### src/rtl/cdb_scheduler_if.sv
// cdb_scheduler_if
//   Bundle of the request/grant and bus-select signals exchanged between the
//   CDB scheduler and its surroundings (execution combos and ROB).
//   NUM_REQ must match the NUM_REQ of the attached cdb_scheduler.
//
//   Signals:
//     i_flush      pipeline flush, drops pending grants
//     i_req        per-requester "finished result held" flags
//     i_bus_busy   per-bus backpressure from the ROB
//     o_grant      per-requester 1-cycle grant pulse
//     o_bus_index  per-requester granted bus (valid with o_grant)
//     o_select0/1  owner address of CDB 0/1, or the idle address
//     o_bus_valid  per-bus "carries a granted result" flag
//
//   Modports:
//     master  drives the requests/backpressure (combos, ROB, testbench)
//     slave   the scheduler itself
interface cdb_scheduler_if #(
    parameter int NUM_REQ = 4
);
    logic               i_flush;
    logic [NUM_REQ-1:0] i_req;
    logic [1:0]         i_bus_busy;
    logic [NUM_REQ-1:0] o_grant;
    logic [NUM_REQ-1:0] o_bus_index;
    logic [7:0]         o_select0;
    logic [7:0]         o_select1;
    logic [1:0]         o_bus_valid;

    modport master (
        output i_flush, i_req, i_bus_busy,
        input  o_grant, o_bus_index, o_select0, o_select1, o_bus_valid
    );

    modport slave (
        input  i_flush, i_req, i_bus_busy,
        output o_grant, o_bus_index, o_select0, o_select1, o_bus_valid
    );
endinterface

### src/rtl/cdb_scheduler.sv
// cdb_scheduler
//   Central registered round-robin arbiter for the two common data buses.
//   Each cycle it picks up to two eligible requesters (one per free bus),
//   scanning from rr_ptr, and presents the grant one cycle later, which is
//   the cycle in which the winning combo drives the bus.
//
//   Ports:
//     clk    clock
//     reset  synchronous, active-high reset
//     bus    cdb_scheduler_if slave modport (requests, backpressure, flush,
//            grants, bus indices, per-bus select addresses and valids)
//
//   Parameters:
//     NUM_REQ    number of requesters, 2..8
//     ADDR_BASE  select address of requester 0 (requester i owns ADDR_BASE+i)
//     IDLE_ADDR  select value for an unowned bus, outside the owned range
module cdb_scheduler #(
    parameter int         NUM_REQ   = 4,
    parameter logic [7:0] ADDR_BASE = 8'h00,
    parameter logic [7:0] IDLE_ADDR = 8'hFF
) (
    input  logic           clk,
    input  logic           reset,
    cdb_scheduler_if.slave bus
);

    localparam int             IDX_W     = (NUM_REQ > 1) ? $clog2(NUM_REQ) : 1;
    localparam logic [IDX_W:0] NUM_REQ_W = (IDX_W + 1)'(NUM_REQ);

    logic [NUM_REQ-1:0] grant_q, grant_d;
    logic [NUM_REQ-1:0] bus_index_q, bus_index_d;
    logic [7:0]         select0_q, select0_d;
    logic [7:0]         select1_q, select1_d;
    logic [1:0]         bus_valid_q, bus_valid_d;
    logic [IDX_W-1:0]   rr_ptr_q, rr_ptr_d;

    logic [NUM_REQ-1:0] eligible;
    logic [1:0]         bus_free;
    logic [IDX_W-1:0]   scan_idx;
    logic [IDX_W-1:0]   first_idx, second_idx;
    logic               first_found, second_found;

    // (base + off) mod NUM_REQ; base < NUM_REQ and off <= NUM_REQ, so a
    // single conditional subtract is enough.
    function automatic logic [IDX_W-1:0] wrap_add(input logic [IDX_W-1:0] base,
                                                   input int unsigned      off);
        logic [IDX_W:0] sum;
        sum = {1'b0, base} + (IDX_W + 1)'(off);
        if (sum >= NUM_REQ_W) begin
            sum = sum - NUM_REQ_W;
        end
        return sum[IDX_W-1:0];
    endfunction

    function automatic logic [7:0] owner_addr(input logic [IDX_W-1:0] idx);
        return ADDR_BASE + {{(8 - IDX_W){1'b0}}, idx};
    endfunction

    // A requester granted last cycle is driving the bus right now; masking it
    // here keeps a held-high request from being granted twice for one result.
    genvar gi;
    generate
        for (gi = 0; gi < NUM_REQ; gi++) begin : g_elig
            assign eligible[gi] = bus.i_req[gi] & ~grant_q[gi];
        end
    endgenerate

    assign bus_free = ~bus.i_bus_busy;

    // Find the first and second eligible requesters in round-robin order.
    always_comb begin
        first_found  = 1'b0;
        second_found = 1'b0;
        first_idx    = '0;
        second_idx   = '0;
        scan_idx     = '0;
        for (int k = 0; k < NUM_REQ; k++) begin
            scan_idx = wrap_add(rr_ptr_q, k);
            if (eligible[scan_idx]) begin
                if (!first_found) begin
                    first_found = 1'b1;
                    first_idx   = scan_idx;
                end else if (!second_found) begin
                    second_found = 1'b1;
                    second_idx   = scan_idx;
                end
            end
        end
    end

    // Bus assignment. The first winner takes bus 0 when it is free, otherwise
    // bus 1; the second winner only gets a bus when both are free, so one
    // requester can never hold both buses.
    always_comb begin
        grant_d     = '0;
        bus_index_d = '0;
        select0_d   = IDLE_ADDR;
        select1_d   = IDLE_ADDR;
        bus_valid_d = 2'b00;
        rr_ptr_d    = rr_ptr_q;

        if (bus.i_flush) begin
            rr_ptr_d = '0;
        end else if (first_found) begin
            if (bus_free[0]) begin
                grant_d[first_idx] = 1'b1;
                select0_d          = owner_addr(first_idx);
                bus_valid_d[0]     = 1'b1;
                rr_ptr_d           = wrap_add(first_idx, 1);
                if (bus_free[1] && second_found) begin
                    grant_d[second_idx]     = 1'b1;
                    bus_index_d[second_idx] = 1'b1;
                    select1_d               = owner_addr(second_idx);
                    bus_valid_d[1]          = 1'b1;
                    rr_ptr_d                = wrap_add(second_idx, 1);
                end
            end else if (bus_free[1]) begin
                grant_d[first_idx]     = 1'b1;
                bus_index_d[first_idx] = 1'b1;
                select1_d              = owner_addr(first_idx);
                bus_valid_d[1]         = 1'b1;
                rr_ptr_d               = wrap_add(first_idx, 1);
            end
        end
    end

    always_ff @(posedge clk) begin
        if (reset) begin
            grant_q     <= '0;
            bus_index_q <= '0;
            select0_q   <= IDLE_ADDR;
            select1_q   <= IDLE_ADDR;
            bus_valid_q <= 2'b00;
            rr_ptr_q    <= '0;
        end else begin
            grant_q     <= grant_d;
            bus_index_q <= bus_index_d;
            select0_q   <= select0_d;
            select1_q   <= select1_d;
            bus_valid_q <= bus_valid_d;
            rr_ptr_q    <= rr_ptr_d;
        end
    end

    assign bus.o_grant     = grant_q;
    assign bus.o_bus_index = bus_index_q;
    assign bus.o_select0   = select0_q;
    assign bus.o_select1   = select1_q;
    assign bus.o_bus_valid = bus_valid_q;

endmodule

### src/flat_wrapper.sv
// flat-port wrapper written by rule: the top's interface ports become plain ports
module cdb_scheduler_flat 
#(
    parameter int         NUM_REQ   = 4,
    parameter logic [7:0] ADDR_BASE = 8'h00,
    parameter logic [7:0] IDLE_ADDR = 8'hFF
)
  (clk, reset, bus_i_flush, bus_i_req, bus_i_bus_busy, bus_o_grant, bus_o_bus_index, bus_o_select0, bus_o_select1, bus_o_bus_valid);
  cdb_scheduler_if #(.NUM_REQ(NUM_REQ)) bus_i ();
  input  logic clk;
  input  logic reset;
  input wire logic [$bits(bus_i.i_flush)-1:0] bus_i_flush;
  input wire logic [$bits(bus_i.i_req)-1:0] bus_i_req;
  input wire logic [$bits(bus_i.i_bus_busy)-1:0] bus_i_bus_busy;
  output wire logic [$bits(bus_i.o_grant)-1:0] bus_o_grant;
  output wire logic [$bits(bus_i.o_bus_index)-1:0] bus_o_bus_index;
  output wire logic [$bits(bus_i.o_select0)-1:0] bus_o_select0;
  output wire logic [$bits(bus_i.o_select1)-1:0] bus_o_select1;
  output wire logic [$bits(bus_i.o_bus_valid)-1:0] bus_o_bus_valid;
  assign bus_i.i_flush = bus_i_flush;
  assign bus_i.i_req = bus_i_req;
  assign bus_i.i_bus_busy = bus_i_bus_busy;
  assign bus_o_grant = bus_i.o_grant;
  assign bus_o_bus_index = bus_i.o_bus_index;
  assign bus_o_select0 = bus_i.o_select0;
  assign bus_o_select1 = bus_i.o_select1;
  assign bus_o_bus_valid = bus_i.o_bus_valid;
  cdb_scheduler #(.NUM_REQ(NUM_REQ), .ADDR_BASE(ADDR_BASE), .IDLE_ADDR(IDLE_ADDR)) u_core (.clk(clk), .reset(reset), .bus(bus_i));
endmodule
### config.mk
export PLATFORM = sky130hd
export DESIGN_NAME = cdb_scheduler_flat
export DESIGN_NICKNAME = d
export VERILOG_FILES = /design/src/rtl/cdb_scheduler_if.sv /design/src/rtl/cdb_scheduler.sv /design/src/flat_wrapper.sv
export SDC_FILE = /design/constraint.sdc
export NUM_CORES = 1
export LEC_CHECK = 0
export ABC_AREA = 1
export CORE_AREA = 2 2 65 67
export CTS_CLUSTER_SIZE = 20
export DETAILED_ROUTE_END_ITERATION = 7
export DIE_AREA = 0 0 67 69
export SLEW_MARGIN = 20
export SYNTH_ARGS = -nofsm -noshare
export SYNTH_HDL_FRONTEND = slang
export SYNTH_SLANG_ARGS = --single-unit
### constraint.sdc
create_clock -name clk -period 3.1 [get_ports clk]
set_clock_uncertainty 0.05 [all_clocks]
set_input_delay 0.93 -clock clk [delete_from_list [all_inputs] [get_ports clk]]
set_output_delay 0.93 -clock clk [all_outputs]
set_load 0.1 [all_outputs]
==> impl_metrics.ini <==
[outcome]
status = finished, final reports clean

[floorplan]
design.core.area_sq_mm = 0.00391
die_w_microns = 67
die_area_sq_mm = 0.00462
io_pins = 35
die_y_microns = 69
floorplan.rows = 23
initial_core_util_pct = 38.2

[finish]
num-nets-final = 255
diodes = 0
design_area_sq_mm = 0.00194
drive_gt1_share_pct = 44.3
nFillCells = 416
syn2layout_area_growth_pct = 29.5

[clock_network]
htree_levels = 1
post-cts-setup-buffers = 0
cts_tree = done
path_clk_slew_ns = 0.07
cts_resized = 0
cts_made_buffers = 3
ctsHoldBuffers = 0
cts_max_path_buffers = 2
clk_latency_ns = 0.25
cts.sinks = 18
root_buffer = clkbuf_8

[min_path]
hold_path_depth = 4
min_from = u_core.rr_ptr_q[1]$_SDFFE_PP0P_
min-delay-path-class = reg2reg
holdPathEnd = u_core.rr_ptr_q[1]$_SDFFE_PP0P_

[synthesis]
ys_top_cells_by_area = dfxtp_1, nand2_1, ha_1, nand2_4, a21oi_2
synth-simple-area-share_pct = 45.7
synthTopCellsByCount = nand2_1, dfxtp_1, inv_1
synthAdderAreaFrac_pct = 8.37
yosysMostFrequentCell = nand2_1
syn-instance-count = 190
synth-xor-area-share_pct = 0
synth-edff-count = 0
synth_top_area_share_pct = 24.1
synth_nets = 209
synth_compound_area_share_pct = 8.95
synth_area_sq_mm = 0.00150
synthFlopType = dfxtp_1
ys_seq_area_share_pct = 24.1
yosysWarningCount = 0
synth_area_per_cell_sq_um = 7.87
ys_types = 27
yosys.area.top_type = dfxtp_1
yosys-mux-area-fraction_pct = 0
async_reset_ff_share_pct = 0
ys_seq_elements = 18
synth_top_family_by_area = simple AND/OR/NAND/NOR gates

[worst_setup_path]
worstSetupPathType = in2reg
required_ns = 3.20
critPathLaunchType = input pin
reg2reg_from = u_core.rr_ptr_q[0]$_SDFFE_PP0P_
r2r_slack_ns = 0.66
r2r_end = u_core.rr_ptr_q[1]$_SDFFE_PP0P_
reg2reg_depth = 17
end_kind = flip-flop
critical_path.max_fanout = 4
arrival_ns = 3.01

[sta]
relSlewSlack_pct = 67.0
tightestPinTransition_ns = 0.494
fmax_mhz = 343
rsz0062_at_grt = no
setup_viol = 0
period_share_pct = 93.9
hold_viol_final = 0
slew_viol_final = 0
post-route-min-period_ns = 2.91

[drt]
num_vias = 1247
drc = 0
drt_wl_total_microns = 3060
firstDrtPassIters = 4
wl_per_cell_microns = 10.7
drtAntennaViolNets = 0
vias_per_cell = 4.38
drtIter0Drc = 93

[grt]
grt_usage_pct = 14.0
grt_pass1_vias = 1135
grt_max_degree = 12
gr-total-overflow = 0
grt_pass1_wl_microns = 5140
antenna_found_initial = 0

[placement]
io_buffers = 34
dp_hpwl_microns = 2580
gp_congestion = 0.801
dpl_cell_area_sq_mm = 0.00188

[run]
maxCapViolCount = 0
==> critical path: stages <==
cell and delay (ns):
clkdlybuf4s50_1 0.50, nand3_1 0.13, nand2_1 0.14, nand2_1 0.08, nand2_2 0.12, ha_1 0.23, nand2_1 0.06, nand2_1 0.04
nand2_1 0.05, nand3_1 0.07, nand2_2 0.07, inv_1 0.06, ha_1 0.29, inv_1 0.04, nand2_1 0.05, nand3_1 0.06
nand2_1 0.06, inv_1 0.03
==> kinds of logic after synthesis <==
kind of cell	Yosys count
AOI/OAI and AO/OA	18
adders and majority gates	10
and+or+nand+nor	108
buffers and inverters	36
DFF	18
==> stage by stage <==
stage / hold slack (ns) / setup TNS (ns) / cells / util, % / setup slack [ns]
after floorplan: 0.593 / 0 / 190 / - / 0.341
after global placement: 0.688 / -0.0214 / 281 / 48.1 / -0.0214
after detailed placement: 0.684 / -0.0844 / 281 / 48.1 / -0.0544
after CTS: 0.697 / 0 / 285 / 49.5 / 0.199
after global routing: 0.725 / 0 / 285 / 49.5 / 0.0216
final: 0.699 / 0 / 285 / 49.5 / 0.188
==> final cells by class <==
| type | count | area [sq um] | share of cell area, % |
|---|---|---|---|
| clock buffer | 4 | 55.1 | 2.84 |
| inverter | 25 | 106 | 5.49 |
| multi-input combinational | 136 | 942 | 48.6 |
| timing repair buffer | 52 | 410 | 21.2 |
| sequential | 18 | 360 | 18.6 |
| tap | 50 | 62.6 | 3.23 |
==> cell usage in the layout (no fill, tap or decap) <==
cell type	n
inv_8	1
nand2_8	2
a21boi_0	1
nand2_1	44
o21ai_2	2
nand4_4	1
nand3_4	3
nand2_4	10
a21oi_1	2
nand2_2	12
dfxtp_1	18
inv_1	18
buf_4	44
clkbuf_8	4
or2_2	1
a21oi_2	9
o21ai_0	2
o21ai_1	2
nand4_1	2
nor2_2	1
nand3_1	14
inv_2	5
nand3_2	5
nor2_4	3
nor2_1	10
ha_1	10
clkdlybuf4s50_1	8
inv_6	1
==> routing by layer <==
| layer | global-route usage (%) | routed length, microns | vias up |
|---|---|---|---|
| met5 | 0 | 0 | - |
| met4 | 2.72 | 16 | 0 |
| met3 | 1.47 | 142 | 2 |
| met2 | 22.1 | 1390 | 31 |
| met1 | 20.4 | 1520 | 533 |
| li1 | - | - | 681 |
==> state kept, by name (all words and copies together) (netlist names) <==
| name | count |
|---|---|
| u_core.bus.o_bus_index | 4 |
| u_core.bus.o_grant | 4 |
| u_core.bus.o_select0 | 3 |
| u_core.bus.o_select1 | 3 |
| u_core.bus.o_bus_valid | 2 |
| u_core.rr_ptr_q | 2 |
==> how the worst max path moves through the flow <==
stage / from / endpoint / slack, ns / cells after the start
after floorplan: u_core.bus.o_grant[3]$_SDFF_PP0_ / u_core.rr_ptr_q[1]$_SDFFE_PP0P_ / 0.34 / 18
after global placement: bus_i_req[0] / u_core.rr_ptr_q[1]$_SDFFE_PP0P_ / -0.02 / 17
after detailed placement: bus_i_req[3] / u_core.rr_ptr_q[1]$_SDFFE_PP0P_ / -0.05 / 18
after CTS: bus_i_req[3] / u_core.rr_ptr_q[1]$_SDFFE_PP0P_ / 0.20 / 18
after global routing: bus_i_req[3] / u_core.rr_ptr_q[1]$_SDFFE_PP0P_ / 0.02 / 18
final: bus_i_req[3] / u_core.rr_ptr_q[1]$_SDFFE_PP0P_ / 0.19 / 18
Power is not shown: default switching activity piles up to over one toggle a cycle in this logic, so the estimate is an artifact.
